<file path="src/rtl/sym_dn_lut_rank_pipe_if.sv">
// sym_dn_lut_rank_pipe_if: read-port and LUT-load signal bundle for the DN LUT read stage
interface sym_dn_lut_rank_pipe_if #(
    parameter int QUAN_SIZE = 3,
    parameter int PORT_NUM  = 2,
    parameter int WR_W      = 4
);
    logic [PORT_NUM-1:0]           in_valid;
    logic [PORT_NUM-1:0]           transpose_en;
    logic [PORT_NUM*QUAN_SIZE-1:0] y0_in;
    logic [PORT_NUM*QUAN_SIZE-1:0] y1_in;
    logic [PORT_NUM-1:0]           out_valid;
    logic [PORT_NUM-1:0]           t_c;
    logic                          lut_load_start;
    logic                          lut_wr_valid;
    logic [WR_W-1:0]               lut_wr_data;
    logic                          lut_wr_ready;
    logic                          lut_load_done;
    logic                          active_bank;

    modport master (
        output in_valid, transpose_en, y0_in, y1_in, lut_load_start, lut_wr_valid, lut_wr_data,
        input  out_valid, t_c, lut_wr_ready, lut_load_done, active_bank
    );

    modport slave (
        input  in_valid, transpose_en, y0_in, y1_in, lut_load_start, lut_wr_valid, lut_wr_data,
        output out_valid, t_c, lut_wr_ready, lut_load_done, active_bank
    );
endinterface

</file>
<file path="src/rtl/sym_dn_lut_rank_pipe.sv">
// sym_dn_lut_rank_pipe: symmetric DN LUT read stage, PORT_NUM 3-cycle read pipes over a double-buffered LUT
module sym_dn_lut_rank_pipe #(
    parameter int QUAN_SIZE = 3,
    parameter int PORT_NUM  = 2,
    parameter int WR_W      = 4
) (
    input logic                read_clk,
    input logic                rst,
    sym_dn_lut_rank_pipe_if.slave bus
);
    localparam int Q     = QUAN_SIZE;
    localparam int AW    = 2 * Q - 1;
    localparam int DEPTH = 1 << AW;
    localparam int BEATS = DEPTH / WR_W;
    localparam int CW    = (BEATS > 1) ? $clog2(BEATS) : 1;
    localparam logic [CW-1:0] LAST = CW'(BEATS - 1);

    if (DEPTH % WR_W != 0) begin : g_bad_wr_w
        $error("sym_dn_lut_rank_pipe: 2**AW must be a multiple of WR_W");
    end

    typedef enum logic [1:0] {IDLE, LOAD, COMMIT} state_t;

    state_t              state, state_d;
    logic [CW-1:0]       cnt, cnt_d;
    logic                act;
    logic                we;
    logic [AW-1:0]       wbase;
    logic [DEPTH-1:0]    bank [2];
    logic [AW-1:0]       addr   [PORT_NUM];
    logic [AW-1:0]       addr_q [PORT_NUM];
    logic [PORT_NUM-1:0] sgn, sgn_q, sgn_q2;
    logic [PORT_NUM-1:0] vld_q, vld_q2, bit_q, ov_q, tc_q;

    // Fold: a negative y0 is mirrored, and y1 is mirrored whenever the overall sign flips
    always_comb begin
        for (int i = 0; i < PORT_NUM; i++) begin
            sgn[i]  = bus.y0_in[i*Q+Q-1] ^ bus.transpose_en[i];
            addr[i] = {bus.y0_in[i*Q +: Q-1] ^ {(Q-1){bus.y0_in[i*Q+Q-1]}},
                       (bus.y0_in[i*Q+Q-1] ^ bus.transpose_en[i]) ? ~bus.y1_in[i*Q +: Q]
                                                                   : bus.y1_in[i*Q +: Q]};
        end
    end

    always_ff @(posedge read_clk) begin
        if (rst) begin
            vld_q  <= '0;
            vld_q2 <= '0;
            sgn_q  <= '0;
            sgn_q2 <= '0;
            bit_q  <= '0;
            ov_q   <= '0;
            tc_q   <= '0;
            for (int i = 0; i < PORT_NUM; i++) addr_q[i] <= '0;
        end else begin
            vld_q  <= bus.in_valid;
            sgn_q  <= sgn;
            for (int i = 0; i < PORT_NUM; i++) begin
                addr_q[i] <= addr[i];
                bit_q[i]  <= bank[act][addr_q[i]];
            end
            vld_q2 <= vld_q;
            sgn_q2 <= sgn_q;
            ov_q   <= vld_q2;
            tc_q   <= (vld_q2 & (bit_q ^ sgn_q2)) | (~vld_q2 & tc_q);
        end
    end

    assign wbase = AW'(cnt * WR_W);

    always_comb begin
        state_d = state;
        cnt_d   = cnt;
        we      = 1'b0;
        case (state)
            IDLE: begin
                state_d = bus.lut_load_start ? LOAD : IDLE;
                cnt_d   = '0;
            end
            LOAD: begin
                if (bus.lut_load_start) begin
                    cnt_d = '0;
                end else if (bus.lut_wr_valid) begin
                    we      = 1'b1;
                    cnt_d   = (cnt == LAST) ? '0 : cnt + 1'b1;
                    state_d = (cnt == LAST) ? COMMIT : LOAD;
                end
            end
            default: state_d = IDLE;
        endcase
    end

    // Writes only ever target the shadow bank, so reads always see a complete table
    always_ff @(posedge read_clk) begin
        if (rst) begin
            state   <= IDLE;
            cnt     <= '0;
            act     <= 1'b0;
            bank[0] <= '0;
            bank[1] <= '0;
        end else begin
            state <= state_d;
            cnt   <= cnt_d;
            if (state == COMMIT) act <= ~act;
            if (we) bank[~act][wbase +: WR_W] <= bus.lut_wr_data;
        end
    end

    assign bus.out_valid     = ov_q;
    assign bus.t_c           = tc_q;
    assign bus.lut_wr_ready  = (state == LOAD);
    assign bus.lut_load_done = (state == COMMIT);
    assign bus.active_bank   = act;
endmodule

</file>
<file path="src/flat_wrapper.sv">
// flat-port wrapper written by rule: the top's interface ports become plain ports
module sym_dn_lut_rank_pipe_flat 
#(
    parameter int QUAN_SIZE = 3,
    parameter int PORT_NUM  = 2,
    parameter int WR_W      = 4
)
  (read_clk, rst, bus_in_valid, bus_transpose_en, bus_y0_in, bus_y1_in, bus_lut_load_start, bus_lut_wr_valid, bus_lut_wr_data, bus_out_valid, bus_t_c, bus_lut_wr_ready, bus_lut_load_done, bus_active_bank);
  sym_dn_lut_rank_pipe_if #(.QUAN_SIZE(QUAN_SIZE), .PORT_NUM(PORT_NUM), .WR_W(WR_W)) bus_i ();
  input logic read_clk;
  input logic rst;
  input wire logic [$bits(bus_i.in_valid)-1:0] bus_in_valid;
  input wire logic [$bits(bus_i.transpose_en)-1:0] bus_transpose_en;
  input wire logic [$bits(bus_i.y0_in)-1:0] bus_y0_in;
  input wire logic [$bits(bus_i.y1_in)-1:0] bus_y1_in;
  input wire logic [$bits(bus_i.lut_load_start)-1:0] bus_lut_load_start;
  input wire logic [$bits(bus_i.lut_wr_valid)-1:0] bus_lut_wr_valid;
  input wire logic [$bits(bus_i.lut_wr_data)-1:0] bus_lut_wr_data;
  output wire logic [$bits(bus_i.out_valid)-1:0] bus_out_valid;
  output wire logic [$bits(bus_i.t_c)-1:0] bus_t_c;
  output wire logic [$bits(bus_i.lut_wr_ready)-1:0] bus_lut_wr_ready;
  output wire logic [$bits(bus_i.lut_load_done)-1:0] bus_lut_load_done;
  output wire logic [$bits(bus_i.active_bank)-1:0] bus_active_bank;
  assign bus_i.in_valid = bus_in_valid;
  assign bus_i.transpose_en = bus_transpose_en;
  assign bus_i.y0_in = bus_y0_in;
  assign bus_i.y1_in = bus_y1_in;
  assign bus_i.lut_load_start = bus_lut_load_start;
  assign bus_i.lut_wr_valid = bus_lut_wr_valid;
  assign bus_i.lut_wr_data = bus_lut_wr_data;
  assign bus_out_valid = bus_i.out_valid;
  assign bus_t_c = bus_i.t_c;
  assign bus_lut_wr_ready = bus_i.lut_wr_ready;
  assign bus_lut_load_done = bus_i.lut_load_done;
  assign bus_active_bank = bus_i.active_bank;
  sym_dn_lut_rank_pipe #(.QUAN_SIZE(QUAN_SIZE), .PORT_NUM(PORT_NUM), .WR_W(WR_W)) u_core (.read_clk(read_clk), .rst(rst), .bus(bus_i));
endmodule
</file>
<file path="config.mk">
export PLATFORM = sky130hd
export DESIGN_NAME = sym_dn_lut_rank_pipe_flat
export DESIGN_NICKNAME = d
export VERILOG_FILES = /design/src/rtl/sym_dn_lut_rank_pipe_if.sv /design/src/rtl/sym_dn_lut_rank_pipe.sv /design/src/flat_wrapper.sv
export SDC_FILE = /design/constraint.sdc
export NUM_CORES = 1
export LEC_CHECK = 0
export ABC_AREA = 1
export BUFFER_PORTS_ARGS = -buffer_cell sky130_fd_sc_hd__buf_2
export CAP_MARGIN = 20
export CORE_MARGIN = 3
export CORE_UTILIZATION = 48
export DETAILED_ROUTE_END_ITERATION = 10
export GPL_ROUTABILITY_DRIVEN = 0
export PLACE_DENSITY = 0.66
export SYNTH_ARGS = -nofsm -noshare
export SYNTH_HDL_FRONTEND = slang
export SYNTH_SLANG_ARGS = --single-unit
</file>
<file path="constraint.sdc">
create_clock -name read_clk -period 3.1 [get_ports read_clk]
set_input_delay 0.155 -clock read_clk [delete_from_list [all_inputs] [get_ports read_clk]]
set_output_delay 0.155 -clock read_clk [all_outputs]
set_load 0.01 [all_outputs]
</file>
==> results.yml <==
floorplanning:
  fp.dieH_um: 107
  ios: 31
  dieArea_mm2: 0.0114
  rows: 36
  fp.coreArea_mm2: 0.00986
  start_util: 0.496
  die_w_um: 107
yosys:
  ys_seq_area_frac: 0.519
  synth-seq-cells: 95
  synth_cells: 547
  async_flop_share: 0
  yosysMostFrequentCell: "nand3_1"
  ys.flop_type: "edfxtp_1"
  synth_edf_count: 64
  synthesis.area_mm2: 0.00489
  muxShareOfSynthArea: 0
  synth_top_area_frac: 0.393
  synth_compound_area_frac: 0.0169
  synth_top_family_by_area: "simple AND/OR/NAND/NOR gates"
  synth_fa_ha_area_frac: 0.0179
  ys_types: 31
  synth.area.top_cells: "edfxtp_1 (39%), dfxtp_1 (13%), nand3_1 (12%)"
  synthTopCellsByCount: "nand3_1 (120), nand2_1 (103), nor2_1 (101)"
  yosys.area_share.simple: 0.352
  syn_nets: 578
  ys_warn_count: 0
  synth_xor_area_frac: 0.0251
  syn_area_per_cell_um2: 8.95
  yosysTopAreaCell: "edfxtp_1"
timing:
  skew_ns: 0.0106
  finalSetupTns_ns: 0
  layout_setup_ws_ns: 0.569
  maxSlewViolCount: 0
  timing.fmax_mhz: 395
  rsz0062_at_grt: "false"
  finalHoldViolCount: 0
  whs_ns: 0.0417
  setup_violations: 0
  period_minus_slack_ns: 2.53
  relSlewSlack: 0.518
  tightest_slew_ns: 0.722
  period_share: 0.817
global_routing:
  antenna_found_initial: 0
  grt_overflow: 0
  grt_util_all_layers: 0.210
  grt_pass1_wl_um: 18500
  first_global_vias: 3731
  grt_max_degree: 33
drt:
  via_per_inst: 5.47
  routedWlPerCell_um: 16.1
  ant_nets: 0
  dr.pass1.iters: 5
  drc: 0
  dr_total_vias: 3874
  wirelength_um: 11400
  drt_iter0_drc: 319
clock_network:
  ctsResizeCount: 0
  h-tree-depth: 3
  cts_buffer_depth: 2
  cts_made_buffers: 9
  cts_tree: "done"
  cts_sinks: 95
  clk_latency_ns: 0.36
  clk_pin_slew_ns: 0.10
  clock-root-buffer: "clkbuf_8"
finish:
  utilization: 0.535
  syn_to_final_growth_pct: 7.77
  drive_gt1_frac: 0.130
  num_antenna_cells: 0
  instances_no_fill: 708
  fin_nets: 601
worst_hold_path:
  worstHoldPathType: "input pin to register"
worst_setup_path:
  cp_max_fo: 12
  criticalPathCategory: "register to register"
  max_stage_delay_ns: 0.61
  crit_path_cell_trace: "inv_4, ha_1, ha_1, inv_1, nor3_2, nand4_1, nand2_1"
  cp-end-kind: "register"
  cpMostUsedCell: "ha_1"
  crit_arrival_ns: 2.59
  cp_num_buf_inv: 2
  startpoint_type: "register"
  required_ns: 3.16
  crit_family: "simple AND/OR/NAND/NOR gates"
  slowest_stage: "dfxtp_1"
place:
  io_buffers: 30
  dp.cells: 690
  dp_hpwl_um: 8330
  place_ws_ns: 0.609
pwr:
  cellLeakagePower_nw: 2.19
  ir_drop_v: 0.000255
  p_per_area_mw_per_mm2: 481
outcome:
  status: "finished, final reports clean"
run:
  drv_cap: 0
[sequential cells by signal, indices dropped and copies added (netlist names), named ones only]
signal                  cells
u_core.addr_q              10
u_core.bank                64
u_core.bit_q                2
u_core.bus.active_bank      1
u_core.bus.out_valid        2
u_core.cnt                  3
u_core.sgn_q                2
u_core.sgn_q2               2
u_core.state                2
u_core.vld_q                2
u_core.vld_q2               2
[path summary, 6_finish.rpt]
path	end	cells past startpoint	from	slack [ns]
max	u_core.bank[0][17]	7	u_core.cnt[0]	0.57
min	u_core.state[0]	2	bus_lut_wr_valid	0.04
max reg2reg	u_core.bank[0][17]	7	u_core.cnt[0]	0.57
min reg2reg	u_core.vld_q2[1]	2	u_core.vld_q[1]	0.41
[power by group]
| part | total [W] | switching (W) | leakage, nW | internal (W) |
|---|---|---|---|---|
| logic | 0.000310 | 0.000203 | 1.17 | 0.000107 |
| registers | 0.00145 | 0.0000458 | 0.918 | 0.00140 |
| clock network | 0.000780 | 0.000432 | 0.101 | 0.000348 |
[layout by cell type (no fill, tap or decap), types with 2 or more instances in the layout]
cell type / Yosys / final
xnor2_1: 6 / 6
o21ai_0: 4 / 4
nor3_1: 2 / 2
clkbuf_8: 0 / 9
clkinv_2: 0 / 2
nand3_1: 120 / 120
nand3_2: 2 / 2
buf_4: 2 / 4
inv_2: 5 / 5
nand4_4: 10 / 10
nor2_4: 3 / 3
ha_1: 7 / 7
a21oi_1: 5 / 5
a211oi_1: 2 / 2
dlygate4sd3_1: 0 / 2
buf_2: 9 / 30
nand4_1: 6 / 6
inv_1: 36 / 36
nand4_2: 2 / 2
dfxtp_1: 31 / 31
nand2_1: 103 / 103
edfxtp_1: 64 / 64
nor2_1: 101 / 101
xor2_1: 8 / 8
[worst register-to-register path, cell delays in order, from the launching register on]
cell	delay (ns)
dfxtp_1	0.61
inv_4	0.09
ha_1	0.25
ha_1	0.39
inv_1	0.13
nor3_2	0.28
nand4_1	0.26
nand2_1	0.24
[repair_timing]
| action | in CTS | in global routing |
|---|---|---|
| hold endpoints to repair | 2 | 0 |
| buffers inserted | 0 | 0 |
| hold buffers | 2 | 0 |
[cells by family after synthesis]
group,count (synthesis)
AOI/OAI and AO/OA,14
buffers and inverters,66
DFF,95
xor gates and xnor gates,14
adders and majority gates,7
and+or+nand+nor,351
[cell type report]
type                            count  area, um^2
Clock buffer                       11         153
Clock inverter                      5        38.8
Fill cell                         903        4590
Inverter                           42         160
Multi-Input combinational cell    386        2010
Sequential cell                    95        2540
Tap cell                          133         166
Timing Repair Buffer               36         200
[layer usage]
metal	routed length [um]	vias to the layer above	track usage
li1	-	1883	-
met1	4910	1743	0.285
met2	4970	217	0.324
met3	1090	31	0.0464
met4	418	0	0.0941
met5	0	-	0
[metrics by stage]
stage                     power (W)  instance area [um^2]
after detailed placement    0.00178                  5060
after floorplan             0.00169                  4890
final                       0.00254                  5280
after global routing        0.00264                  5280
after global placement      0.00177                  5060
after CTS                   0.00255                  5280
(Power assumes the default switching activity.)
